File: src/rtl/seg_pkg.sv
// Shared definitions for the serial seven-segment driver: the FSM state
// encoding, the frame length and the hex-digit to segment-pattern table.
package seg_pkg;

    // Number of serial bits in one display frame (8 digits x 8 segments).
    localparam int FRAME_BITS = 64;

    // Transfer FSM states.
    typedef enum logic [1:0] {
        ST_IDLE   = 2'd0,
        ST_CLEAR  = 2'd1,
        ST_SHIFT  = 2'd2,
        ST_FINISH = 2'd3
    } state_t;

    // Active-low segment pattern {dp,g,f,e,d,c,b,a} per hex digit; dp is off.
    localparam logic [7:0] SEG_TABLE [16] = '{
        8'hC0, 8'hF9, 8'hA4, 8'hB0, 8'h99, 8'h92, 8'h82, 8'hF8,
        8'h80, 8'h90, 8'h88, 8'h83, 8'hC6, 8'hA1, 8'h86, 8'h8E
    };

    // Look up the segment pattern for one hex digit.
    function automatic logic [7:0] hex_to_seg(input logic [3:0] hex);
        return SEG_TABLE[hex];
    endfunction

endpackage

File: src/rtl/hex_to_seg7.sv
// Combinational decoder from one hex digit to its active-low segment byte.
module hex_to_seg7
    import seg_pkg::*;
(
    input  logic [3:0] hex,
    output logic [7:0] seg
);

    // Pure table lookup, no state.
    assign seg = hex_to_seg(hex);

endmodule

File: src/rtl/seg_serial_driver.sv
// Serialises a 32-bit word as eight seven-segment bytes to the board's
// display shift registers. A frame is: clear pulse (SEGCLR low), then 64 bits
// shifted MSB-first, digit7 first, each bit held for one SEGCLK low/high pair.
//
// Handshake: disp_vld is a request that is taken only in IDLE (busy=0 and no
// done pulse in that cycle); there is no ready output and nothing is queued,
// so a request raised while busy is simply dropped. done pulses for one cycle
// in the last busy cycle of a completed frame.
module seg_serial_driver
    import seg_pkg::*;
#(
    parameter int CLK_DIV = 4
) (
    input  logic        clk,
    input  logic        rst_n,
    input  logic [31:0] disp_data,
    input  logic        disp_vld,
    output logic        busy,
    output logic        done,
    output logic        SEGCLK,
    output logic        SEGDT,
    output logic        SEGCLR,
    output logic        SEGEN,
    output logic [1:0]  dbg_state
);

    localparam logic [7:0] DIV_LAST = 8'(CLK_DIV - 1);
    localparam logic [6:0] BIT_LAST = 7'(FRAME_BITS - 1);

    state_t      state;
    logic [7:0]  div_cnt;
    logic [6:0]  bit_cnt;
    logic [63:0] frame;
    logic [7:0]  seg [8];
    logic [63:0] frame_next;

    // One decoder per digit; digit g lives in disp_data[4g+3:4g].
    for (genvar g = 0; g < 8; g++) begin : g_dec
        hex_to_seg7 u_hex (
            .hex (disp_data[4*g +: 4]),
            .seg (seg[g])
        );
    end

    // Digit7 byte occupies the top of the frame so it leaves first.
    assign frame_next = {seg[7], seg[6], seg[5], seg[4],
                         seg[3], seg[2], seg[1], seg[0]};

    assign dbg_state = state;

    // Transfer FSM with registered serial outputs and separate divider/bit counters.
    always_ff @(posedge clk) begin
        if (!rst_n) begin
            state   <= ST_IDLE;
            div_cnt <= '0;
            bit_cnt <= '0;
            frame   <= '0;
            busy    <= 1'b0;
            done    <= 1'b0;
            SEGCLK  <= 1'b0;
            SEGDT   <= 1'b0;
            SEGCLR  <= 1'b1;
            SEGEN   <= 1'b0;
        end else begin
            case (state)
                ST_IDLE: begin
                    done <= 1'b0;
                    if (disp_vld) begin
                        frame   <= frame_next;
                        state   <= ST_CLEAR;
                        busy    <= 1'b1;
                        SEGCLR  <= 1'b0;
                        SEGCLK  <= 1'b0;
                        div_cnt <= '0;
                        bit_cnt <= '0;
                    end
                end
                ST_CLEAR: begin
                    if (div_cnt == DIV_LAST) begin
                        // Clear pulse over; present the first bit on a low SEGCLK.
                        state   <= ST_SHIFT;
                        div_cnt <= '0;
                        SEGCLR  <= 1'b1;
                        SEGDT   <= frame[63];
                    end else begin
                        div_cnt <= div_cnt + 8'd1;
                    end
                end
                ST_SHIFT: begin
                    if (div_cnt == DIV_LAST) begin
                        div_cnt <= '0;
                        if (!SEGCLK) begin
                            // Data has been stable for a full low phase: rising edge.
                            SEGCLK <= 1'b1;
                        end else if (bit_cnt == BIT_LAST) begin
                            SEGCLK <= 1'b0;
                            state  <= ST_FINISH;
                            done   <= 1'b1;
                            SEGEN  <= 1'b1;
                        end else begin
                            // Falling edge: advance to the next bit while SEGCLK is low.
                            SEGCLK  <= 1'b0;
                            SEGDT   <= frame[62];
                            frame   <= {frame[62:0], 1'b0};
                            bit_cnt <= bit_cnt + 7'd1;
                        end
                    end else begin
                        div_cnt <= div_cnt + 8'd1;
                    end
                end
                ST_FINISH: begin
                    done    <= 1'b0;
                    busy    <= 1'b0;
                    bit_cnt <= '0;
                    state   <= ST_IDLE;
                end
                default: begin
                    state <= ST_IDLE;
                    busy  <= 1'b0;
                    done  <= 1'b0;
                end
            endcase
        end
    end

endmodule

File: config.mk
export PLATFORM = sky130hd
export DESIGN_NAME = seg_serial_driver
export DESIGN_NICKNAME = d
export VERILOG_FILES = /design/src/rtl/seg_pkg.sv /design/src/rtl/hex_to_seg7.sv /design/src/rtl/seg_serial_driver.sv
export SDC_FILE = /design/constraint.sdc
export NUM_CORES = 1
export LEC_CHECK = 0
export ABC_AREA = 1
export CAP_MARGIN = 40
export CORE_MARGIN = 3
export CORE_UTILIZATION = 49
export CTS_CLUSTER_DIAMETER = 150
export DETAILED_ROUTE_END_ITERATION = 10
export PLACE_DENSITY = 0.68
export REMOVE_ABC_BUFFERS = 1
export SLEW_MARGIN = 0
export SYNTH_ARGS = -nofsm -noshare
export SYNTH_HDL_FRONTEND = slang
export SYNTH_SLANG_ARGS = --single-unit
File: constraint.sdc
create_clock -name clk -period 3.8 [get_ports clk]
set_input_delay 1.14 -clock clk [delete_from_list [all_inputs] [get_ports clk]]
set_output_delay 1.14 -clock clk [all_outputs]
set_load 0.02 [all_outputs]
# Word level (Yosys, flattened, before mapping)
# Memory sizes are Yosys's and may differ from the RTL's.
# Cells that the tools add are included.
[op_classes]
n_addsub = 2
n_mul = 0
n_div = 0
order_cmp = 8
n_eq_ne = 11
n_shift = 0
muxes = 52
bitwise_logic = 8
reduce_logical = 20
[op_table]
columns = ["cell", "n"]
rows = [
  ["$mux 64", 4],
  ["$mux 8", 18],
  ["$pmux 64 s2", 1],
  ["$ge 5x5->1 const B", 8],
  ["$not 4->5", 8],
  ["$mux 7", 4],
  ["$pmux 7 s3", 1],
  ["$reduce_and 5->1", 4],
  ["$pmux 8 s2", 1],
  ["$mux 1", 12],
  ["$ne 2x2->1 const B", 6],
  ["$reduce_bool 2->1", 6],
  ["$mux 2", 5],
  ["$pmux 1 s2", 5],
  ["$add 8x1->8 const B", 1],
  ["$eq 8x2->1 const B", 1],
  ["$pmux 2 s4", 1],
  ["$reduce_and 4->1", 2],
  ["$add 7x1->7 const B", 1],
  ["$eq 7x6->1 const B", 1],
  ["$reduce_and 3->1", 2],
  ["$eq 2x2->1 const B", 2],
  ["$reduce_and 2->1", 2],
  ["$reduce_or 2->1", 2],
  ["3 further kinds", 3],
]
[totals]
ff_bits = 87
latch_bits = 0
mem_bits_rw = 0
romBits = 1024
input_bits = 35
output_inout_bits = 8
word_cells = 119
n_memories = 8
[mem_list]
columns = ["name", "words", "width", "read_ports", "rd_clocked_by_memory_dff", "wr", "line", "rtl"]
rows = [
  ["(name not given)", 16, 8, 1, 0, 0, "seg_pkg.sv:24", "return SEG_TABLE[hex];"],
  ["(name not given)", 16, 8, 1, 0, 0, "seg_pkg.sv:24", ""],
  ["(name not given)", 16, 8, 1, 0, 0, "seg_pkg.sv:24", ""],
  ["(name not given)", 16, 8, 1, 0, 0, "seg_pkg.sv:24", ""],
  ["(name not given)", 16, 8, 1, 0, 0, "seg_pkg.sv:24", ""],
  ["(name not given)", 16, 8, 1, 0, 0, "seg_pkg.sv:24", ""],
  ["+2 memories", "--", "--", "--", "--", "--", "--", ""],
]

# Logic depth before layout (Yosys ltp)
[depth]
word_depth = 6
mapped_depth = 12
ltp_nobuf = 10

# Hierarchy
# A second synthesis with hierarchy kept.
[hier_totals]
cells_unflattened = 1162
hier_area_um2 = 7354.6
[by_module_without_submodules]
columns = ["module", "n_inst", "cells_each", "area_each_um2", "seq_area_each_um2"]
rows = [
  ["seg_serial_driver", 1, 750, 5069.9, 1741.7],
  ["hex_to_seg7 at g_dec[0].u_hex ...", 6, 51, 285.3, 0.0],
  ["hex_to_seg7 at g_dec[1].u_hex ...", 2, 53, 286.5, 0.0],
]

# Worst setup path after synthesis
# Ideal clock, no wire load.
[synth_timing]
path_type = "input -> register"
startpoint = "in disp_data[14]"
endpoint = "reg frame[27]"
setup_time_ns = 0.113
t_arrival_ns = 1.984
t_required_ns = 3.687
setup_slack_ns = 1.704
path_stages = 8
n_path_buf = 1
cell_sequence = "clkbuf_1 inv_1 nand2_1 nand2_1 o211ai_1 o21ai_0 nor2_1 nor2_1"
[synth_via]
elab_chain_len = 6
[synth_lines]
columns = ["item", "line", "rtl"]
rows = [
  ["from (decl)", "seg_serial_driver.sv:16", "input logic [31:0] disp_data,"],
  ["$not 4->5 (implied by the code)", "seg_pkg.sv:24", ""],
  ["$mem_v2 16x8", "--", ""],
  ["$mux 8 (implied by the code) (2 in series)", "seg_pkg.sv:24", ""],
  ["$mux 64", "seg_serial_driver.sv:68", "if (disp_vld) begin"],
  ["$pmux 64 s2", "seg_serial_driver.sv:65", "case (state)"],
  ["to (signal assigned)", "seg_serial_driver.sv:69", "frame <= frame_next;"],
  ["to (signal assigned)", "seg_serial_driver.sv:104", "frame <= {frame[62:0], 1'b0};"],
  ["to (decl)", "seg_serial_driver.sv:33", "logic [63:0] frame;"],
]
# No other way between the ends. The select of a mux whose other input is x is not followed.
# A chain may end at the register's enable or synchronous reset.

# Worst setup path after layout
[layout_timing]
startpoint = "in disp_vld"
endpoint = "reg frame[40]"
[layout_via]
elab_chain_len = 2
[layout_lines]
columns = ["item", "line", "rtl"]
rows = [
  ["from (decl)", "seg_serial_driver.sv:17", "input logic disp_vld,"],
  ["$ne 2x2->1 (no source line)", "--", ""],
  ["$reduce_and 5->1 (no source line)", "--", ""],
]
# No other way between the ends.

==> flow_summary.toml <==
[status]
status = "finished clean"

[synth]
synth.yosys.warnings = 0
synth_compound_area_frac = 0.153
synthesized_area_fraction_occupied_by_adder_cells = 0.108
post_synth_inst_count = 1025
yosysTopAreaCellShare = 0.278
dominant_combinational_cell_family_by_area_after_synthesis = "simple AND/OR/NAND/NOR gates"
yosys.cell_count.top_type = "sky130_fd_sc_hd__nand2_1"
synthesis.area_um2 = 6260
post_synth_most_frequent_cells = "299 x sky130_fd_sc_hd__nand2_1, 143 x sky130_fd_sc_hd__nor2_1, 140 x sky130_fd_sc_hd__inv_1"
synthXorXnorAreaFrac = 0.00280
synth_async_sr_flop_share = 0
dominant_register_cell_in_the_synthesized_netlist = "sky130_fd_sc_hd__dfxtp_1"
synthSimpleGateAreaFrac = 0.334
ys_seq_area_frac = 0.278
syn_area_per_cell_um2 = 6.10
yosys.cell_types.count = 32
yosys_register_bits = 87
synth.largest_area_cell = "sky130_fd_sc_hd__dfxtp_1"
muxShareOfSynthArea = 0
area_contributors_post_synth = "sky130_fd_sc_hd__dfxtp_1 28%, sky130_fd_sc_hd__nand2_1 18%, sky130_fd_sc_hd__ha_1 11%, sky130_fd_sc_hd__nor2_1 8.6%, sky130_fd_sc_hd__inv_1 8.4%"
count_of_flip_flops_with_a_built_in_enable_after_synthesis = 0

[clock_tree]
clk_pin_slew_worst_paths_ns = 0.06
buffer_levels_on_the_longest_clock_path = 2
hold_buffers = 0
number_of_buffers_added_for_setup_after_cts = 0
ctsRootBufferMaster = "sky130_fd_sc_hd__clkbuf_16"
cts_inserted_buffers = 9
tritoncts = "done"
cts.repair.resized = 0
cts_num_sinks = 87
clk-insertion-delay-late_ns = 0.34
htree_levels = 3

[power_and_ir_drop]
power.combinational.fraction = 0.448
switching_share = 0.405
power_per_cell_area_nw_per_um2 = 597
p_switching_w = 0.00170
sequentialPowerShare = 0.334
p_int_w = 0.00250
leakagePower_nw = 3.47
vdd.ir_drop.worst_mv = 0.237
power.clock.fraction = 0.218

[timing]
setup_repair_after_global_routing_missed_its_margin = "false"
holdWs_ns = 0.462
max_slew.worst_pin.slew_ns = 0.726
worst_slew_margin_rel = 0.516
final.period_utilization = 0.715
drv_slew = 0
timing.clock.skew_ns = 0.00550
fmax_mhz = 368
final_setup_fails = 0
fin_crit_ns = 2.72
timing_hold_violations_final = 0

[cells_and_area]
area_growth_syn_to_layout_pct = 12.4
final_design_area_no_fill_um2 = 7040
fin_nets = 1126
layout-drive-gt1-share = 0.0317
finish.cell_count_without_fillers = 1210
insertedDiodeCount = 0

[floorplanning]
io_pins = 43
chipHeight_um = 119
floorplan.die_area_um2 = 14200
core.rowCount = 40
core_area_um2 = 12300
initial_utilization = 0.510
die_width_um = 119

[grt]
grt_usage = 0.190
grt_pass1_vias = 5265
number_of_antenna_violations_at_the_first_check_in_global_routing = 0
grt_start_max_net_pins = 66
grt-ovfl-total = 0
global_route_wire_length_before_repair_um = 23100

[worst_setup_path]
crit_path_max_fanout = 33
r2r_slack_ns = 1.17
cp.buffers_inverters = 2
worst_path_most_repeated_cell = "sky130_fd_sc_hd__nand2_1"
cp_slowest_stage_delay_ns = 0.52
critical_path_class = "in2reg"
timing.critical_path.from_type = "primary input"
worstPathArrival_ns = 2.99
worstSetupPathDepth = 8
worst_path_required_time_ns = 4.08
rr_startpoint = "dbg_state[0]"
rr_worst_depth = 10
crit_path_top_delay_cell = "sky130_fd_sc_hd__clkdlybuf4s50_1"
worst_setup_path_startpoint = "disp_vld"
critical_path_s_top_delay_family = "buffers and inverters"
path_cells = "clkdlybuf4s50_1, nand2_1, o21ai_2, nand3_4, buf_4, nand2_1, nand2_1, nor2_1"
timing.rr.end = "frame[40]"
endpoint_kind = "flip-flop"

[routing]
detail_route.iter0.violations = 293
remaining_drc_errors = 0
antenna_violating_nets_post_route = 0
drt-total-wl_um = 13100
detail_route.first_pass.iterations = 4
vias_per_cell = 4.89
routed-via-count = 5914
drt-wirelength-per-cell_um = 10.9

[placed_design]
dpl-instance-area_um2 = 6720
place.detailed.hpwl_um = 8890
dp_cells = 1194
port_buffers = 42
place_congestion = 0.861

[worst_hold_path]
hp-class = "reg2reg"
min_delay_worst_endpoint = "frame[63]"
min-delay-start = "frame[63]"
holdPathStages = 2

[run]
cap_violations = 0
==> layout by cell type, fill, tap and decap left out, types with 2 or more instances in the layout <==
| cell | netlist | routed |
|---|---|---|
| sky130_fd_sc_hd__o21bai_1 | 2 | 2 |
| sky130_fd_sc_hd__ha_1 | 54 | 53 |
| sky130_fd_sc_hd__nand4_1 | 19 | 19 |
| sky130_fd_sc_hd__a31oi_1 | 9 | 9 |
| sky130_fd_sc_hd__inv_1 | 140 | 140 |
| sky130_fd_sc_hd__nor2_1 | 143 | 143 |
| sky130_fd_sc_hd__a22oi_1 | 8 | 8 |
| sky130_fd_sc_hd__nand2_1 | 299 | 299 |
| sky130_fd_sc_hd__clkbuf_8 | 0 | 3 |
| sky130_fd_sc_hd__o22ai_1 | 2 | 2 |
| sky130_fd_sc_hd__clkbuf_1 | 28 | 2 |
| sky130_fd_sc_hd__buf_4 | 2 | 7 |
| sky130_fd_sc_hd__o21ai_0 | 91 | 91 |
| sky130_fd_sc_hd__o211ai_1 | 21 | 21 |
| sky130_fd_sc_hd__a21oi_1 | 31 | 31 |
| sky130_fd_sc_hd__dfxtp_1 | 87 | 87 |
| sky130_fd_sc_hd__nand3_1 | 45 | 45 |
| sky130_fd_sc_hd__nor3_1 | 8 | 8 |
| sky130_fd_sc_hd__inv_2 | 4 | 4 |
| sky130_fd_sc_hd__clkdlybuf4s50_1 | 0 | 41 |
| sky130_fd_sc_hd__clkbuf_16 | 0 | 9 |
| sky130_fd_sc_hd__o21a_1 | 2 | 2 |
==> sequential cells by signal, summed over array words and instances, names as in the netlist, 2 cells and up <==
| signal | count |
|---|---|
| bit_cnt | 7 |
| dbg_state | 2 |
| div_cnt | 8 |
| frame | 64 |
==> metal layers <==
layer / global-route usage / vias to the layer above / share of wire / routed length, um
met5: 0 / - / 0 / 0
met4: 0.0434 / 0 / 0.0092 / 121
met3: 0.0328 / 10 / 0.033 / 439
met2: 0.310 / 82 / 0.45 / 5880
met1: 0.263 / 2571 / 0.51 / 6690
li1: - / 3251 / - / -
==> per-stage QoR <==
stage / setup TNS (ns) / total power, W / worst slack [ns] / utilization
6_report: 0 / 0.00420 / 1.08 / 0.574
5_1_grt: 0 / 0.00465 / 0.914 / 0.574
4_1_cts: 0 / 0.00424 / 1.07 / 0.574
3_5_place_dp: 0 / 0.00330 / 0.719 / 0.548
3_3_place_gp: 0 / 0.00329 / 0.759 / 0.548
2_1_floorplan: -19.57 / 0.00282 / -0.363 / -
==> power groups by stage <==
| stage | combinational (W) | sequential (W) | clock, W |
|---|---|---|---|
| final | 0.00188 | 0.00140 | 0.000917 |
| after detailed placement | 0.00188 | 0.00142 | 0 |
| after CTS | 0.00190 | 0.00140 | 0.000936 |
| after global routing | 0.00224 | 0.00144 | 0.000969 |
| after floorplan | 0.00140 | 0.00142 | 0 |
| after global placement | 0.00188 | 0.00141 | 0 |
==> layout make-up <==
type                            instances  area [um^2]
Inverter                              145          544
Clock buffer                           14          274
Sequential cell                        87         1740
Timing Repair Buffer                   50          488
Multi-Input combinational cell        744         3740
Tap cell                              168          210
Fill cell                            1218         5230
Clock inverter                          2         37.5
==> worst max-delay path by stage <==
| stage | end | slack [ns] |
|---|---|---|
| finish | frame[40] | 1.08 |
| global route | frame[42] | 0.91 |
| CTS | frame[40] | 1.07 |
| detailed placement | frame[43] | 0.72 |
| global placement | frame[10] | 0.76 |
| floorplan | frame[10] | -0.36 |
==> tightest hold or removal path, delay by kind of cell (launching register included) <==
kind / cells / cell delay [ns]
flip-flops: 1 / 0.31
AO/OA/AOI/OAI: 1 / 0.05
AND/OR/NAND/NOR: 1 / 0.06
==> cell families after synthesis <==
kind of cell             count (synthesis)
AND/OR/NAND/NOR                        518
adder cells (fa/ha/maj)                 54
XOR/XNOR                                 2
buffers and inverters                  194
AO/OA/AOI/OAI                          170
flip-flops                              87
(Power assumes the default switching activity.)
